===== src/rtl/spi_frame_master.sv =====
// spi_frame_master: SPI master that runs one multi-byte full-duplex frame per start pulse.
// Ports: CLK/RST, start+tx_data request, MISO in; SS/SCLK/MOSI out, rx_data/busy/done status.
module spi_frame_master #(
  parameter int HALF_DIV = 750,
  parameter int N_BYTES  = 5,
  parameter int CPOL     = 0,
  parameter int CPHA     = 0,
  parameter int SS_SETUP = 2,
  parameter int BYTE_GAP = 2
) (
  input  logic                 CLK,
  input  logic                 RST,
  input  logic                 start,
  input  logic [8*N_BYTES-1:0] tx_data,
  input  logic                 MISO,
  output logic                 SS,
  output logic                 SCLK,
  output logic                 MOSI,
  output logic [8*N_BYTES-1:0] rx_data,
  output logic                 busy,
  output logic                 done
);

  localparam int NB   = 8 * N_BYTES;
  localparam int HW   = $clog2(HALF_DIV);
  localparam int TM1  = (SS_SETUP > 16) ? SS_SETUP : 16;
  localparam int TMAX = (BYTE_GAP > TM1) ? BYTE_GAP : TM1;
  localparam int CW   = $clog2(TMAX);
  localparam int BW   = (N_BYTES > 1) ? $clog2(N_BYTES) : 1;

  localparam logic POL = (CPOL != 0);
  localparam logic PHA = (CPHA != 0);

  localparam logic [HW-1:0] HMAX  = HW'(HALF_DIV - 1);
  localparam logic [CW-1:0] SMAX  = CW'(SS_SETUP - 1);
  localparam logic [CW-1:0] GMAX  = CW'((BYTE_GAP > 0) ? BYTE_GAP - 1 : 0);
  localparam logic [CW-1:0] BEND  = CW'(15);
  localparam logic [BW-1:0] BLAST = BW'(N_BYTES - 1);

  typedef enum logic [2:0] {
    IDLE,
    SETUP,
    XFER,
    GAP,
    HOLD,
    FIN
  } state_t;

  state_t        state;
  logic [HW-1:0] hcnt;
  logic [CW-1:0] tcnt;
  logic [BW-1:0] bcnt;
  logic [NB-1:0] tx_sr;
  logic [NB-1:0] rx_sr;
  logic          tick;
  logic          smp;
  logic          lastb;

  assign tick  = (hcnt == HMAX);
  // even tcnt is a leading edge; CPHA flips which edge samples
  assign smp   = (~tcnt[0]) ^ PHA;
  assign lastb = (bcnt == BLAST);

  always_ff @(posedge CLK or posedge RST) begin
    if (RST) begin
      state   <= IDLE;
      hcnt    <= '0;
      tcnt    <= '0;
      bcnt    <= '0;
      tx_sr   <= '0;
      rx_sr   <= '0;
      SS      <= 1'b1;
      SCLK    <= POL;
      MOSI    <= 1'b0;
      rx_data <= '0;
      busy    <= 1'b0;
      done    <= 1'b0;
    end else begin
      done <= 1'b0;
      hcnt <= (state == IDLE || tick) ? '0 : hcnt + HW'(1);
      case (state)
        IDLE: begin
          // a start landing in the done cycle is dropped
          if (start && !done) begin
            state <= SETUP;
            SS    <= 1'b0;
            busy  <= 1'b1;
            MOSI  <= tx_data[NB-1];
            // tx_sr holds the bits still to be driven
            tx_sr <= PHA ? tx_data : {tx_data[NB-2:0], 1'b0};
            tcnt  <= '0;
            bcnt  <= '0;
          end
        end
        SETUP: begin
          if (tick) begin
            if (tcnt == SMAX) begin
              tcnt  <= '0;
              state <= XFER;
            end else begin
              tcnt <= tcnt + CW'(1);
            end
          end
        end
        XFER: begin
          if (tick) begin
            SCLK <= ~SCLK;
            if (smp) begin
              rx_sr <= {rx_sr[NB-2:0], MISO};
            end else if (!(lastb && tcnt == BEND)) begin
              MOSI  <= tx_sr[NB-1];
              tx_sr <= {tx_sr[NB-2:0], 1'b0};
            end
            if (tcnt == BEND) begin
              tcnt <= '0;
              if (lastb) begin
                state <= HOLD;
              end else begin
                bcnt  <= bcnt + BW'(1);
                state <= (BYTE_GAP == 0) ? XFER : GAP;
              end
            end else begin
              tcnt <= tcnt + CW'(1);
            end
          end
        end
        GAP: begin
          if (tick) begin
            if (tcnt == GMAX) begin
              tcnt  <= '0;
              state <= XFER;
            end else begin
              tcnt <= tcnt + CW'(1);
            end
          end
        end
        HOLD: begin
          if (tick) begin
            state <= FIN;
          end
        end
        FIN: begin
          state   <= IDLE;
          SS      <= 1'b1;
          MOSI    <= 1'b0;
          busy    <= 1'b0;
          done    <= 1'b1;
          rx_data <= rx_sr;
        end
        default: begin
          state <= IDLE;
        end
      endcase
    end
  end

endmodule


===== config.mk =====
export PLATFORM = sky130hd
export DESIGN_NAME = spi_frame_master
export DESIGN_NICKNAME = d
export VERILOG_FILES = /design/src/rtl/spi_frame_master.sv
export SDC_FILE = /design/constraint.sdc
export NUM_CORES = 1
export LEC_CHECK = 0
export CORE_AREA = 2 2 94 141
export DETAILED_ROUTE_END_ITERATION = 8
export DIE_AREA = 0 0 96 143
export PLACE_DENSITY = 0.77
export SLEW_MARGIN = 25
export SYNTH_ARGS = -nofsm -noshare
export SYNTH_HDL_FRONTEND = slang
export SYNTH_SLANG_ARGS = --single-unit

===== constraint.sdc =====
create_clock -name CLK -period 11.9 [get_ports CLK]
set_input_delay 2.38 -clock CLK [delete_from_list [all_inputs] [get_ports CLK]]
set_output_delay 2.38 -clock CLK [all_outputs]
set_load 0.03 [all_outputs]

; Word level (Yosys, flattened, before mapping)
; Cells that the tools add are included.
[word_totals]
wordCells = 88
reg_bits = 145
out_inout_bits = 45
in_bits = 44
[classes]
n_mux = 35
n_bitwise = 2
n_eq_ne = 18
add_sub_neg = 3
n_reduce_logical = 18
[op_table]
columns = cell, n
row1 = 2-to-1 mux 40 bit, 4
row2 = case mux 40 bit (2 select lines), 1
row3 = 2-to-1 mux 3 bit, 11
row4 = 2-to-1 mux 4 bit, 5
row5 = AND reduction 5 bit, 3
row6 = "!= test 2 bit, second input constant", 6
row7 = case mux 3 bit (4 select lines), 1
row8 = case mux 4 bit (3 select lines), 1
row9 = "adder 10 x 1 -> 10 bit, second input constant", 1
row10 = "== test 10 bit, second input constant", 1
row11 = 2-to-1 mux 10 bit, 1
row12 = "== test 3 bit, second input constant", 3
row13 = 2-to-1 mux 1 bit, 7
row14 = "== test 3 x 2 -> 1 bit, second input constant", 2
row15 = "!= test 2 x 1 -> 1 bit, second input constant", 3
row16 = case mux 3 bit (2 select lines), 1
row17 = AND reduction 6 bit, 1
row18 = nonzero test 3 bit, 2
row19 = "adder 4 x 1 -> 4 bit, second input constant", 1
row20 = "== test 4 x 1 -> 1 bit, second input constant", 1
row21 = "== test 4 bit, second input constant", 1
row22 = case mux 1 bit (2 select lines), 2
row23 = AND reduction 2 bit, 2
row24 = AND reduction 4 bit, 1
row25 = other kinds (11), 14

; Logic depth before layout (Yosys ltp)
[depth]
ltp_word = 6
depth_mapped = 9
mapped_depth_nobuf = 6

; Least setup slack after synthesis
; OpenSTA, ideal clock, no wires.
[synth_path]
path_type = input port to flip-flop
start = in start
end = reg bcnt[0]
t_required_ps = 11775
t_arrival_ps = 3553
n_path_buf = 0
setup_slack_ps = 8222
path_stages = 4
cell_sequence = or3b_2 > a21boi_0 > o21ai_0 > mux2_2
[synth_between]
elab_chain_cells = 3
[synth_rtl]
columns = element, line
row1 = start: declaration, 13  ; input logic start,
row2 = logical AND 1 bit, 84  ; if (start && !done) begin
row3 = != test 2 x 1 -> 1 bit (no line), n/a
row4 = AND reduction 5 bit (no line), n/a
row5 = end signal: assignment, 119  ; bcnt <= bcnt + BW'(1);
row6 = end: declaration, 52  ; logic [BW-1:0] bcnt;
; Every way passes these cells.
; A chain may end at the register's enable or synchronous reset.

; Final worst setup path
[layout_path]
start = reg SS
end = out SS
[layout_lines]
columns = element, line
row1 = start: declaration, 16  ; output logic SS,
row2 = start signal: assignment, 72  ; SS <= 1'b1;
row3 = start signal: assignment, 86  ; SS <= 1'b0;
row4 = start signal: assignment, 144  ; SS <= 1'b1;
; No word-level cell between the ends.

==> summary.md <==
| Metric | Value |
|---|---|
| Status | completed |
| Synthesis Warnings | 0 |
| R2R depth | 7 |
| Hold Path End | SCLK |
| Post-synth EDFFs | 0 |
| Pre-Repair DR Iteration Count | 4 |
| H-tree depth | 4 |
| Hold Fails Final Rpt | 0 |
| Core ar. | 0.01245 sq mm |
| Starting Density | 0.5089 |
| Minimum clock period | ~4000 ps |
| CTS Root Cell | clkbuf_16 |
| Critical path type | reg2out |
| Required @ worst endpoint | 9520 ps |
| Layout cells sized above 1 | 0.2381 |
| Crit start category | register |
| Multi-input gate area | 0.002539 sq mm |
| Vias in the first global route | 4396 |
| Kind of cell adding the most delay to the critical path | buffers and inverters |
| Max Fclk | 247.8 MHz |
| Synth Area in Simple Gates | 0.1307 |
| Postcts setup bufs | 0 |
| Max IR drop VDD | 0.1191 mV |
| Mapped Cells | between 500 and 600 |
| CTS resizes | 0 |
| TritonCTS Sinks | 144 |
| Most frequent cells in the layout | 142 x dfrtp_1, 128 x nand2_1, 106 x mux2_2, 88 x clkdlybuf4s50_1, 17 x clkbuf_16 |
| Most common cell after layout, fill and taps aside | dfrtp_1 |
| First DRT Iteration DRCs | 294 |
| Via count | 4199 |
| Mean cell area of the mapped netlist | 11.89 sq um |
| Full die area | 0.01373 sq mm |
| Overall Global Routing Usage | 0.1924 |
| Hold Path Cell Cnt | 1 |
| CP max stage delay | 710 ps |
| Area leader, netlist | dfrtp_1 |
| Post-Synth XOR/XNOR Area | 0.01244 |
| Max-slew violation count | 0 |
| Clock buffer depth | 2 |
| Max-cap violations | 0 |
| Pwr Density | 160.7 mW/mm^2 |
| Hold Buf Count CTS | 0 |
| Routability cong. | 0.8276 |
| CTS tree | built |
| Clock Latency Late Sink | about 400 ps |
| Die width | 96 um |
| Synth Area in Compound Gates | 0.03021 |
| Finished Layout Cells | 786 |
| Synth Cell Area | about 0.0063 sq mm |
| Mux contribution to synthesized area | 0.2143 |
| Net count reported at finish | 667 |
| FF-to-FF Start | hcnt[1] |
| Number of diodes | 0 |
| Fillers | 921 |
| Final setup viols | 0 |
| Static Leak | between 3 and 4 nW |
| Hold Crit Start | SCLK |
| Inserted Clock Buffers | 17 |
| First-pass GRT wire length | a little over 20000 um |
| Number of antenna violations at the first check in global routing | 0 |
| Sequential cell area fraction in the yosys report | 0.5689 |
| Storage cell area | 0.003608 sq mm |
| Placed cell count | around 750 |
| Largest net degree at the start of global routing | 83 |
| Largest family of logic cells by synthesized area | multiplexers |
| Overflow after GRT | 0 |
| P&R area growth vs syn | 25.38% |
| Count of cell types in the netlist | a little over 50 |
| Top cell type's share of synthesized area | 0.5648 |
| Post-synthesis register bit count | 144 |
| Routed Antenna Nets | 0 |
| Wire per inst | 15.66 um |
| Most common flop cell mapped by yosys | dfrtp_1 |
| Drt drc | 0 |
| Largest fanout on the critical path | 3 |
| Final WL | 12310 um |
| Critical-path top delay cell | clkdlybuf4s50_1 |
| FF-to-FF End | rx_sr[12] |
| Crit path buffers/inverters | 1 |
| FF-to-FF setup slack | about 9000 ps |
| Adder-cell area share of the yosys netlist | 0.01185 |
| # rows | 50 |
| Die height | 143 um |
| Post-synth ARST share | 1.000 |
| Post-Syn Nets | 583 |
| Critical Path, Cell by Cell | clkdlybuf4s50_1 |
| Fin crit share | 0.3391 |
| Vias per cell | 5.342 |
| Setup TNS | 0 ps |
| I/O Pins | 89 |
| Setup repair after global routing missed its margin | false |
| Detail Placement HPWL | a little over 8000 um |
| Top cells by area, synth | dfrtp_1 56%, mux2_2 19%, nand2_1 7.6% |
| Arr. time, crit path | 1650 ps |
| Slew headroom | 0.5147 |
| Crit path capture type | output port |
| Skew final | between 15 and 20 ps |
| Worst-Margin Slew | 728.0 ps |
| Worst-path clk slew | 60 ps |
| HP Class | reg2reg |
| Port buffer count | 88 |
worst max path at each step:
stage,cells after the start,from,slack [ps],end
after floorplan,1,RST,5660,MOSI
after global placement,5,start,7530,tx_sr[31]
after detailed placement,6,start,7490,tx_sr[25]
after CTS,1,SS,7850,SS
after global routing,6,start,7750,tx_sr[37]
final,1,SS,7870,SS
registers in the layout, summed over array words and instances, names as in the netlist:
name	cells
tx_sr	39
MOSI	1
hcnt	10
busy	1
done	1
state	3
rx_data	40
tcnt	4
rx_sr	40
SCLK	1
SS	1
bcnt	3
layout make-up:
cell class                      instances  area share
Inverter                               11    0.005828
Tap cell                              156     0.02457
Clock inverter                         13     0.02237
Sequential cell                       144      0.4542
Timing Repair Buffer                   92      0.1177
Multi-Input combinational cell        351      0.3196
Clock buffer                           19     0.05576
worst register-to-register path, cell delays in order, from the launching register on:
cell	delay [ps]
dfrtp_1	450
inv_1	90
ha_1	150
nand4b_1	190
or3_1	580
nor3_4	640
buf_4	450
mux2_2	410
per-stage QoR:
step	setup slack (ps)	hold WS, ps	util	total power [mW]	instance area (sq um)
after CTS	7850	474.2	0.6376	1.289	7938
after floorplan	5655	431.5	-	0.6863	6336
after detailed placement	7486	458.6	0.5877	0.7341	7317
after global routing	7748	498.0	0.6381	1.331	7944
after global placement	7529	457.5	0.5855	0.7210	7289
final	7865	470.4	0.6381	1.277	7944
Yosys cell counts (all sizes together), types with 2 or more instances:
| cell | instances |
|---|---|
| nand2 | 128 |
| or4 | 3 |
| nor4 | 3 |
| nor2b | 2 |
| inv | 11 |
| mux2i | 4 |
| nor2 | 16 |
| nand4 | 5 |
| ha | 6 |
| xor2 | 8 |
| o2111ai | 3 |
| clkbuf | 17 |
| o21ai | 8 |
| buf | 10 |
| nand3b | 2 |
| and3 | 2 |
| a21boi | 2 |
| or3b | 2 |
| nor3 | 5 |
| dfrtp | 143 |
| and2 | 4 |
| a21oi | 6 |
| mux2 | 117 |
| nand3 | 7 |
logic make-up after synthesis:
kind of cell	after synthesis
muxes	121
and+or+nand+nor	187
buffers and inverters	38
xor gates and xnor gates	9
adders and majority gates	6
AOI/OAI and AO/OA	28
DFF	144
metal layers:
layer	track usage	vias to the layer above	wire, um
met5	0	-	0
met4	0.08120	0	314
met3	0.03958	21	444
met2	0.3224	94	6502
met1	0.2388	2095	5048
li1	-	1989	-
power breakdown:
| part | switching, mW | internal (mW) |
|---|---|---|
| clock | 0.210 | 0.341 |
| sequential | 0.0440 | 0.552 |
| combinational | 0.0536 | 0.0763 |
Power figures use the tool's default switching activity.
